File: config.mk
export PLATFORM = sky130hd
export DESIGN_NAME = control_unit
export DESIGN_NICKNAME = d
export VERILOG_FILES = /design/src/rtl/ctrl_pkg.sv /design/src/rtl/ctrl_decode.sv /design/src/rtl/control_unit.sv
export SDC_FILE = /design/constraint.sdc
export NUM_CORES = 1
export LEC_CHECK = 0
export ABC_AREA = 1
export CAP_MARGIN = 20
export CORE_MARGIN = 4
export CORE_UTILIZATION = 40
export DETAILED_ROUTE_END_ITERATION = 12
export PLACE_DENSITY = 0.85
export SYNTH_ARGS = -nofsm -noshare
export SYNTH_HDL_FRONTEND = slang
export SYNTH_HIERARCHICAL = 1
export SYNTH_SLANG_ARGS = --single-unit
File: constraint.sdc
create_clock -name Clock -period 1.5 [get_ports Clock]
set_input_delay 0.375 -clock Clock [delete_from_list [all_inputs] [get_ports Clock]]
set_output_delay 0.375 -clock Clock [all_outputs]
set_load 0.03 [all_outputs]
File: src/rtl/ctrl_pkg.sv
// Shared encodings for the control unit: opcodes, ALU operation codes,
// the FSM state enumeration and the packed control-signal bundle.
package ctrl_pkg;

    // Instruction opcodes (IR[31:27])
    localparam logic [4:0] OP_LD   = 5'd0;
    localparam logic [4:0] OP_LDI  = 5'd1;
    localparam logic [4:0] OP_ST   = 5'd2;
    localparam logic [4:0] OP_ADD  = 5'd3;
    localparam logic [4:0] OP_SUB  = 5'd4;
    localparam logic [4:0] OP_AND  = 5'd5;
    localparam logic [4:0] OP_OR   = 5'd6;
    localparam logic [4:0] OP_ADDI = 5'd12;
    localparam logic [4:0] OP_MUL  = 5'd15;
    localparam logic [4:0] OP_DIV  = 5'd16;
    localparam logic [4:0] OP_BR   = 5'd18;
    localparam logic [4:0] OP_JR   = 5'd19;
    localparam logic [4:0] OP_IN   = 5'd22;
    localparam logic [4:0] OP_OUT  = 5'd23;
    localparam logic [4:0] OP_MFHI = 5'd24;
    localparam logic [4:0] OP_MFLO = 5'd25;
    localparam logic [4:0] OP_NOP  = 5'd26;
    localparam logic [4:0] OP_HALT = 5'd27;

    // ALU operation codes share the opcode numbering of the ALU instructions
    localparam logic [4:0] ALU_ADD = 5'd3;
    localparam logic [4:0] ALU_SUB = 5'd4;
    localparam logic [4:0] ALU_AND = 5'd5;
    localparam logic [4:0] ALU_OR  = 5'd6;
    localparam logic [4:0] ALU_MUL = 5'd15;
    localparam logic [4:0] ALU_DIV = 5'd16;

    // One state per control step; execute steps are shared where the
    // micro-operations are identical and split later on the latched opcode.
    typedef enum logic [4:0] {
        S_RESET,
        S_T0, S_T1, S_T2,
        S_ALU_T3, S_ALU_T4, S_ADDI_T4, S_ALU_T5,
        S_LD_T3, S_LD_T4, S_LD_T5, S_LD_T6, S_LD_T7,
        S_ST_T6, S_ST_T7,
        S_BR_T3, S_BR_T4, S_BR_T5, S_BR_T6,
        S_JR_T3, S_IN_T3, S_OUT_T3, S_MFHI_T3, S_MFLO_T3,
        S_MD_T3, S_MD_T4, S_MD_T5, S_MD_T6,
        S_HALT
    } state_t;

    // All single-bit control outputs
    typedef struct packed {
        logic hi_in, lo_in, pc_in, mdr_in, z_in, y_in, mar_in, ir_in, con_in, outport_in;
        logic hi_out, lo_out, zhi_out, zlo_out, pc_out, mdr_out, inport_out, y_out, c_out;
        logic gra, grb, grc, r_in, r_out, ba_out;
        logic read, write, inc_pc;
        logic run;
    } ctrl_t;

endpackage

File: src/rtl/ctrl_decode.sv
// Combinational decode of the current FSM state (and CON in the branch
// step) into the control-signal bundle and the ALU operation code.
module ctrl_decode
    import ctrl_pkg::*;
(
    input  state_t     state,
    input  logic [4:0] op,
    input  logic       con,
    output ctrl_t      ctrl,
    output logic [4:0] alu_op
);

    // Moore decode: every signal defaults low, ALU defaults to ADD
    always_comb begin
        ctrl   = '0;
        alu_op = ALU_ADD;
        ctrl.run = (state != S_RESET) && (state != S_HALT);
        case (state)
            S_T0: begin
                ctrl.pc_out = 1'b1; ctrl.mar_in = 1'b1; ctrl.inc_pc = 1'b1; ctrl.z_in = 1'b1;
            end
            S_T1: begin
                ctrl.zlo_out = 1'b1; ctrl.pc_in = 1'b1; ctrl.read = 1'b1; ctrl.mdr_in = 1'b1;
            end
            S_T2: begin
                ctrl.mdr_out = 1'b1; ctrl.ir_in = 1'b1;
            end
            S_ALU_T3: begin
                ctrl.grb = 1'b1; ctrl.r_out = 1'b1; ctrl.y_in = 1'b1;
            end
            S_ALU_T4: begin
                ctrl.grc = 1'b1; ctrl.r_out = 1'b1; ctrl.z_in = 1'b1; alu_op = op;
            end
            S_ADDI_T4: begin
                ctrl.c_out = 1'b1; ctrl.z_in = 1'b1;
            end
            S_ALU_T5: begin
                ctrl.zlo_out = 1'b1; ctrl.gra = 1'b1; ctrl.r_in = 1'b1;
            end
            S_LD_T3: begin
                ctrl.grb = 1'b1; ctrl.ba_out = 1'b1; ctrl.y_in = 1'b1;
            end
            S_LD_T4: begin
                ctrl.c_out = 1'b1; ctrl.z_in = 1'b1;
            end
            S_LD_T5: begin
                ctrl.zlo_out = 1'b1; ctrl.mar_in = 1'b1;
            end
            S_LD_T6: begin
                ctrl.read = 1'b1; ctrl.mdr_in = 1'b1;
            end
            S_LD_T7: begin
                ctrl.mdr_out = 1'b1; ctrl.gra = 1'b1; ctrl.r_in = 1'b1;
            end
            S_ST_T6: begin
                ctrl.gra = 1'b1; ctrl.r_out = 1'b1; ctrl.mdr_in = 1'b1;
            end
            S_ST_T7: begin
                ctrl.write = 1'b1;
            end
            S_BR_T3: begin
                ctrl.gra = 1'b1; ctrl.r_out = 1'b1; ctrl.con_in = 1'b1;
            end
            S_BR_T4: begin
                ctrl.pc_out = 1'b1; ctrl.y_in = 1'b1;
            end
            S_BR_T5: begin
                ctrl.c_out = 1'b1; ctrl.z_in = 1'b1;
            end
            S_BR_T6: begin
                // Branch target is committed only when the condition held
                ctrl.zlo_out = con; ctrl.pc_in = con;
            end
            S_JR_T3: begin
                ctrl.gra = 1'b1; ctrl.r_out = 1'b1; ctrl.pc_in = 1'b1;
            end
            S_IN_T3: begin
                ctrl.inport_out = 1'b1; ctrl.gra = 1'b1; ctrl.r_in = 1'b1;
            end
            S_OUT_T3: begin
                ctrl.gra = 1'b1; ctrl.r_out = 1'b1; ctrl.outport_in = 1'b1;
            end
            S_MFHI_T3: begin
                ctrl.hi_out = 1'b1; ctrl.gra = 1'b1; ctrl.r_in = 1'b1;
            end
            S_MFLO_T3: begin
                ctrl.lo_out = 1'b1; ctrl.gra = 1'b1; ctrl.r_in = 1'b1;
            end
            S_MD_T3: begin
                ctrl.gra = 1'b1; ctrl.r_out = 1'b1; ctrl.y_in = 1'b1;
            end
            S_MD_T4: begin
                ctrl.grb = 1'b1; ctrl.r_out = 1'b1; ctrl.z_in = 1'b1; alu_op = op;
            end
            S_MD_T5: begin
                ctrl.zlo_out = 1'b1; ctrl.lo_in = 1'b1;
            end
            S_MD_T6: begin
                ctrl.zhi_out = 1'b1; ctrl.hi_in = 1'b1;
            end
            default: ;
        endcase
    end

endmodule

File: src/rtl/control_unit.sv
// Hardwired control unit: state register, latched opcode and next-state
// logic; output decode lives in ctrl_decode.
// Optional feature: define CTRL_MUL_DIV_EN to enable the mul/div execute
// sequence; otherwise opcodes 15 and 16 retire like nop.
module control_unit
    import ctrl_pkg::*;
(
    input  logic        Clock,
    input  logic        Reset,
    input  logic [31:0] IR,
    input  logic        CON,
    output logic        HIin, LOin, PCin, MDRin, Zin, Yin, MARin, IRin, CONin, OUTPORTin,
    output logic        HIout, LOout, ZHIout, ZLOout, PCout, MDRout, INPORTout, Yout, Cout,
    output logic        Gra, Grb, Grc, Rin, Rout, BAout,
    output logic        Read, write, IncPC,
    output logic [4:0]  ALUop,
    output logic        Run,
    output logic [4:0]  dbg_state
);

    state_t     state_q, state_d;
    logic [4:0] op_q, op_d;
    ctrl_t      ctrl;
    logic [4:0] ir_op;
    logic       unused_ir;

    assign ir_op     = IR[31:27];
    assign unused_ir = ^IR[26:0];

    // State and opcode registers; reset aborts any instruction at once
    always_ff @(posedge Clock or posedge Reset) begin
        if (Reset) begin
            state_q <= S_RESET;
            op_q    <= '0;
        end else begin
            state_q <= state_d;
            op_q    <= op_d;
        end
    end

    // Next-state: dispatch on IR in T2, then sequence on the latched opcode
    always_comb begin
        state_d = state_q;
        op_d    = op_q;
        case (state_q)
            S_RESET: state_d = S_T0;
            S_T0:    state_d = S_T1;
            S_T1:    state_d = S_T2;
            S_T2: begin
                op_d = ir_op;
                case (ir_op)
                    OP_ADD, OP_SUB, OP_AND, OP_OR, OP_ADDI: state_d = S_ALU_T3;
                    OP_LD, OP_LDI, OP_ST:                   state_d = S_LD_T3;
                    OP_BR:   state_d = S_BR_T3;
                    OP_JR:   state_d = S_JR_T3;
                    OP_IN:   state_d = S_IN_T3;
                    OP_OUT:  state_d = S_OUT_T3;
                    OP_MFHI: state_d = S_MFHI_T3;
                    OP_MFLO: state_d = S_MFLO_T3;
                    OP_HALT: state_d = S_HALT;
`ifdef CTRL_MUL_DIV_EN
                    OP_MUL, OP_DIV: state_d = S_MD_T3;
`endif
                    default: state_d = S_T0;
                endcase
            end
            S_ALU_T3:  state_d = (op_q == OP_ADDI) ? S_ADDI_T4 : S_ALU_T4;
            S_ALU_T4:  state_d = S_ALU_T5;
            S_ADDI_T4: state_d = S_ALU_T5;
            S_ALU_T5:  state_d = S_T0;
            S_LD_T3:   state_d = S_LD_T4;
            S_LD_T4:   state_d = (op_q == OP_LDI) ? S_ALU_T5 : S_LD_T5;
            S_LD_T5:   state_d = (op_q == OP_ST) ? S_ST_T6 : S_LD_T6;
            S_LD_T6:   state_d = S_LD_T7;
            S_LD_T7:   state_d = S_T0;
            S_ST_T6:   state_d = S_ST_T7;
            S_ST_T7:   state_d = S_T0;
            S_BR_T3:   state_d = S_BR_T4;
            S_BR_T4:   state_d = S_BR_T5;
            S_BR_T5:   state_d = S_BR_T6;
            S_BR_T6:   state_d = S_T0;
            S_JR_T3, S_IN_T3, S_OUT_T3, S_MFHI_T3, S_MFLO_T3: state_d = S_T0;
            S_MD_T3:   state_d = S_MD_T4;
            S_MD_T4:   state_d = S_MD_T5;
            S_MD_T5:   state_d = S_MD_T6;
            S_MD_T6:   state_d = S_T0;
            S_HALT:    state_d = S_HALT;
            default:   state_d = S_RESET;
        endcase
    end

    ctrl_decode u_decode (
        .state  (state_q),
        .op     (op_q),
        .con    (CON),
        .ctrl   (ctrl),
        .alu_op (ALUop)
    );

    assign HIin      = ctrl.hi_in;
    assign LOin      = ctrl.lo_in;
    assign PCin      = ctrl.pc_in;
    assign MDRin     = ctrl.mdr_in;
    assign Zin       = ctrl.z_in;
    assign Yin       = ctrl.y_in;
    assign MARin     = ctrl.mar_in;
    assign IRin      = ctrl.ir_in;
    assign CONin     = ctrl.con_in;
    assign OUTPORTin = ctrl.outport_in;
    assign HIout     = ctrl.hi_out;
    assign LOout     = ctrl.lo_out;
    assign ZHIout    = ctrl.zhi_out;
    assign ZLOout    = ctrl.zlo_out;
    assign PCout     = ctrl.pc_out;
    assign MDRout    = ctrl.mdr_out;
    assign INPORTout = ctrl.inport_out;
    assign Yout      = ctrl.y_out;
    assign Cout      = ctrl.c_out;
    assign Gra       = ctrl.gra;
    assign Grb       = ctrl.grb;
    assign Grc       = ctrl.grc;
    assign Rin       = ctrl.r_in;
    assign Rout      = ctrl.r_out;
    assign BAout     = ctrl.ba_out;
    assign Read      = ctrl.read;
    assign write     = ctrl.write;
    assign IncPC     = ctrl.inc_pc;
    assign Run       = ctrl.run;
    assign dbg_state = state_q;

endmodule

==> results of run 1 <==
==> placed cells by master, fill, tap and decap left out, types with 2 or more instances in the layout <==
master | netlist | layout
nor2_4 | 5 | 28
o21ai_4 | 0 | 2
nand3_1 | 31 | 18
nor2_1 | 58 | 28
buf_4 | 4 | 55
nand2_4 | 0 | 7
o21ai_0 | 17 | 10
nand4_1 | 3 | 3
dfrtp_2 | 0 | 3
dfrtp_4 | 0 | 2
o21ai_1 | 0 | 4
clkbuf_4 | 0 | 3
buf_12 | 0 | 2
nand3_4 | 0 | 3
dfrtp_1 | 10 | 5
inv_4 | 0 | 4
ha_1 | 4 | 4
inv_1 | 37 | 25
dlygate4sd2_1 | 0 | 2
nand2_2 | 2 | 18
buf_6 | 3 | 42
nand2_1 | 69 | 45
clkdlybuf4s50_1 | 0 | 5
a21oi_1 | 7 | 7
nor2_2 | 2 | 9
nand3_2 | 0 | 10
inv_2 | 1 | 9
==> flip-flops by register name, indices dropped and copies added, names as in the netlist <==
| name | flops |
|---|---|
| dbg_state | 5 |
| op_q | 5 |
==> layout make-up <==
cell class                      instances  area, sq um  area share [%]
Clock buffer                            4         26.3           0.909
Inverter                               38          153            5.28
Multi-Input combinational cell        205         1370            47.5
Sequential cell                        10          262            9.04
Tap cell                               46         57.6            1.99
Timing Repair Buffer                  107         1020            35.3
==> cells in the mapped netlist <==
library cell  instances  share of area, %
nor3_1                3               1.1
nor2b_1               1              0.45
o21ai_0              17               6.1
nand4_1               3               1.3
ha_1                  4               3.6
inv_1                37               9.9
nor2_2                2              0.89
nor2_4                5               4.0
conb_1                1              0.27
buf_2                 1              0.36
nor2_1               58                16
nand3_1              31                11
dfrtp_1              10                18
buf_6                 3               2.4
inv_2                 1              0.27
nand2_1              69                18
a21oi_1               7               2.5
nand2_2               2              0.89
buf_4                 4               2.1
o211ai_1              1              0.54
or2_2                 1              0.45
==> logic make-up after synthesis <==
family                     count (synthesis)
other                                      1
adders and majority gates                  4
buffers and inverters                     46
DFF                                       10
and+or+nand+nor                          175
AOI/OAI and AO/OA                         25
==> path summary, 6_finish.rpt <==
path                                         from                     end  slack [ns]  cells past startpoint
max                        dbg_state[2]$_DFF_PP0_                    Rout       -0.53                      7
min                                         Reset  dbg_state[0]$_DFF_PP0_        0.37                      2
max reg2reg                dbg_state[0]$_DFF_PP0_  dbg_state[1]$_DFF_PP0_       -0.05                      9
min reg2reg                   op_q[1]$_DFFE_PP0P_     op_q[1]$_DFFE_PP0P_        0.55                      2
max in group asynchronous                   Reset  dbg_state[1]$_DFF_PP0_        0.83                      2
min in group Clock            op_q[1]$_DFFE_PP0P_     op_q[1]$_DFFE_PP0P_        0.55                      2
==> power groups by stage <==
stage,logic (uW),registers [uW],clock network [uW]
finish,5170,659,192
global route,5460,681,207
CTS,4480,622,189
detailed placement,3930,605,0
global placement,3850,600,0
floorplan,2290,756,0
==> through the flow <==
step	util (%)	hold WS, ns	worst slack, ns	std cells
2_1_floorplan	-	0.215	-0.235	261
3_3_place_gp	70.6	0.525	-0.296	397
3_5_place_dp	70.6	0.525	-0.328	397
4_1_cts	79.7	0.392	-0.416	406
5_1_grt	86.0	0.414	-0.581	410
6_report	86.0	0.372	-0.530	410
==> metal layers <==
| layer | track usage [%] | wire length, microns | up-vias |
|---|---|---|---|
| li1 | - | - | 1024 |
| met1 | 25.7 | 2300 | 1016 |
| met2 | 48.6 | 3480 | 106 |
| met3 | 1.83 | 346 | 42 |
| met4 | 11.4 | 355 | 0 |
| met5 | 0 | 0 | - |
==> repair_timing <==
item | in CTS | in global routing
gates resized for setup | 63 | 56
setup endpoints to repair | 39 | 47
buffers inserted | 5 | 6
pin swaps | 16 | 8
gates cloned | 1 | 0
==> qor.yml, run 1 <==
mux_contribution_to_synthesized_area_pct: 0
postSynthNetCount: 300
design.core.area_sq_um: 3360
power.total_uw: 6020
drt-wirelength-per-cell_microns: 15.8
power_report.internal_total_uw: 2670
total_power_divided_by_cell_area_nw_per_um2: 2080
worst-path-max-fanout: 6
cp.arrival_ns: 1.65
worstSetupStartpointType: "flip-flop"
synth_area_per_cell_sq_um: 5.37
drtPass1Iterations: 4
grt_pass1_vias: 1959
outcome: "finished, violations left"
timing.critical_path.to_type: "output port"
global_route.overflow_total: 0
synth-seq-area-share_pct: 17.8
area_share_of_and_or_nand_nor_cells_after_synthesis_pct: 54.1
cts_inserted_buffers: 3
fill_cells: 182
type_of_the_setup_path_with_the_least_slack: "reg -> out"
cts_root_buffer: "clkbuf_4"
cts_max_path_buffers: 2
globalRouteTotalUtil_pct: 24.5
power_switching_uw: 3350
cells_traversed_along_the_worst_timing_path: "buf_4 > nor2_4 > nand3_1 > nand2_2 > nor2_2 > nand2_2 > buf_6"
grt_antenna_before_repair: 0
totalWireLength_microns: 6480
dominant_combinational_cell_family_by_area_after_synthesis: "simple AND/OR/NAND/NOR gates"
post_route_drc: 0
failing_checks: "negative setup slack"
gp_congestion: 0.943
cts-hold-fix-buffers: 0
cpMaxStageDelayCell: "dfrtp_2"
finalHoldViolations: 0
sw_frac_of_total_pct: 55.7
vias: 2188
worst_setup_hold_path_clk_slew_ns: 0.07
synth_seq_cells: 10
combinationalPowerShare_pct: 85.9
yosys.area_share.xor_xnor_pct: 0
fraction_of_final_layout_cells_sized_beyond_drive_strength_1_pct: 55.8
synthAdderAreaFrac_pct: 3.57
tritoncts: "done"
insertion_delay_of_the_later_clocked_pin_in_the_worst_skew_pair_ns: 0.27
final_antenna_diode_count: 0
critical-path-top-delay-family: "simple AND/OR/NAND/NOR gates"
port_buffers: 45
slew_violations: 0
cpMostUsedCell: "nand2_2"
die_y_microns: 67.2
vdd_ir_drop_max_v: 0.000964
post-route-period-util_pct: 135
seqPwrFrac_pct: 10.9
post_synth_num_cell_types: 21
detailedPlacementHpwl_microns: 3790
ioPinCount: 74
post-route-cell-area_sq_um: 2890
fp-row-count: 21
setup_repair_after_global_routing_missed_its_margin: "true"
drv_cap: 0
grt_first_pass_wirelength_microns: 8470
detail-route-antenna-nets: 0
p_leak_uw: 0.00146
synth-compound-area-share_pct: 9.10
path_buf_inv: 2
min-delay-path-class: "in -> async"
finalSetupViolations: 42
die_area_sq_um: 4520
h-tree-depth: 1
worst_path_largest_cell_delay_ns: 0.47
vias_cell: 5.34
numClockSinks: 10
cp_data_required_time_ns: 1.12
clock.fmax_mhz: 493
min_period_ns: 2.03
share_clk_of_total_power_pct: 3.2
final.setup.tns_ns: -13.47
ys_warn_count: 6
syn_inst: 261
worst_clock_skew_ns: 0.0105
netlist_area_sq_um: 1400
die-width_microns: 67.2
design.final.nets: 404
placed_cell_area_sq_um: 2370
pin_count_of_the_biggest_net_entering_global_routing: 12
postLayoutSetupSlackWorst_ns: -0.530
start_util_pct: 41.7
area_delta_synth_final_pct: 106
detailedRoute.firstIterationViolations: 102
Power figures use the tool's default switching activity.
==> inputs of run 2 (changes only) <==
SLEW_MARGIN = 20   (was default)
==> results of run 2 <==
Final layout, timing and power as in run 1 (identical DEF).
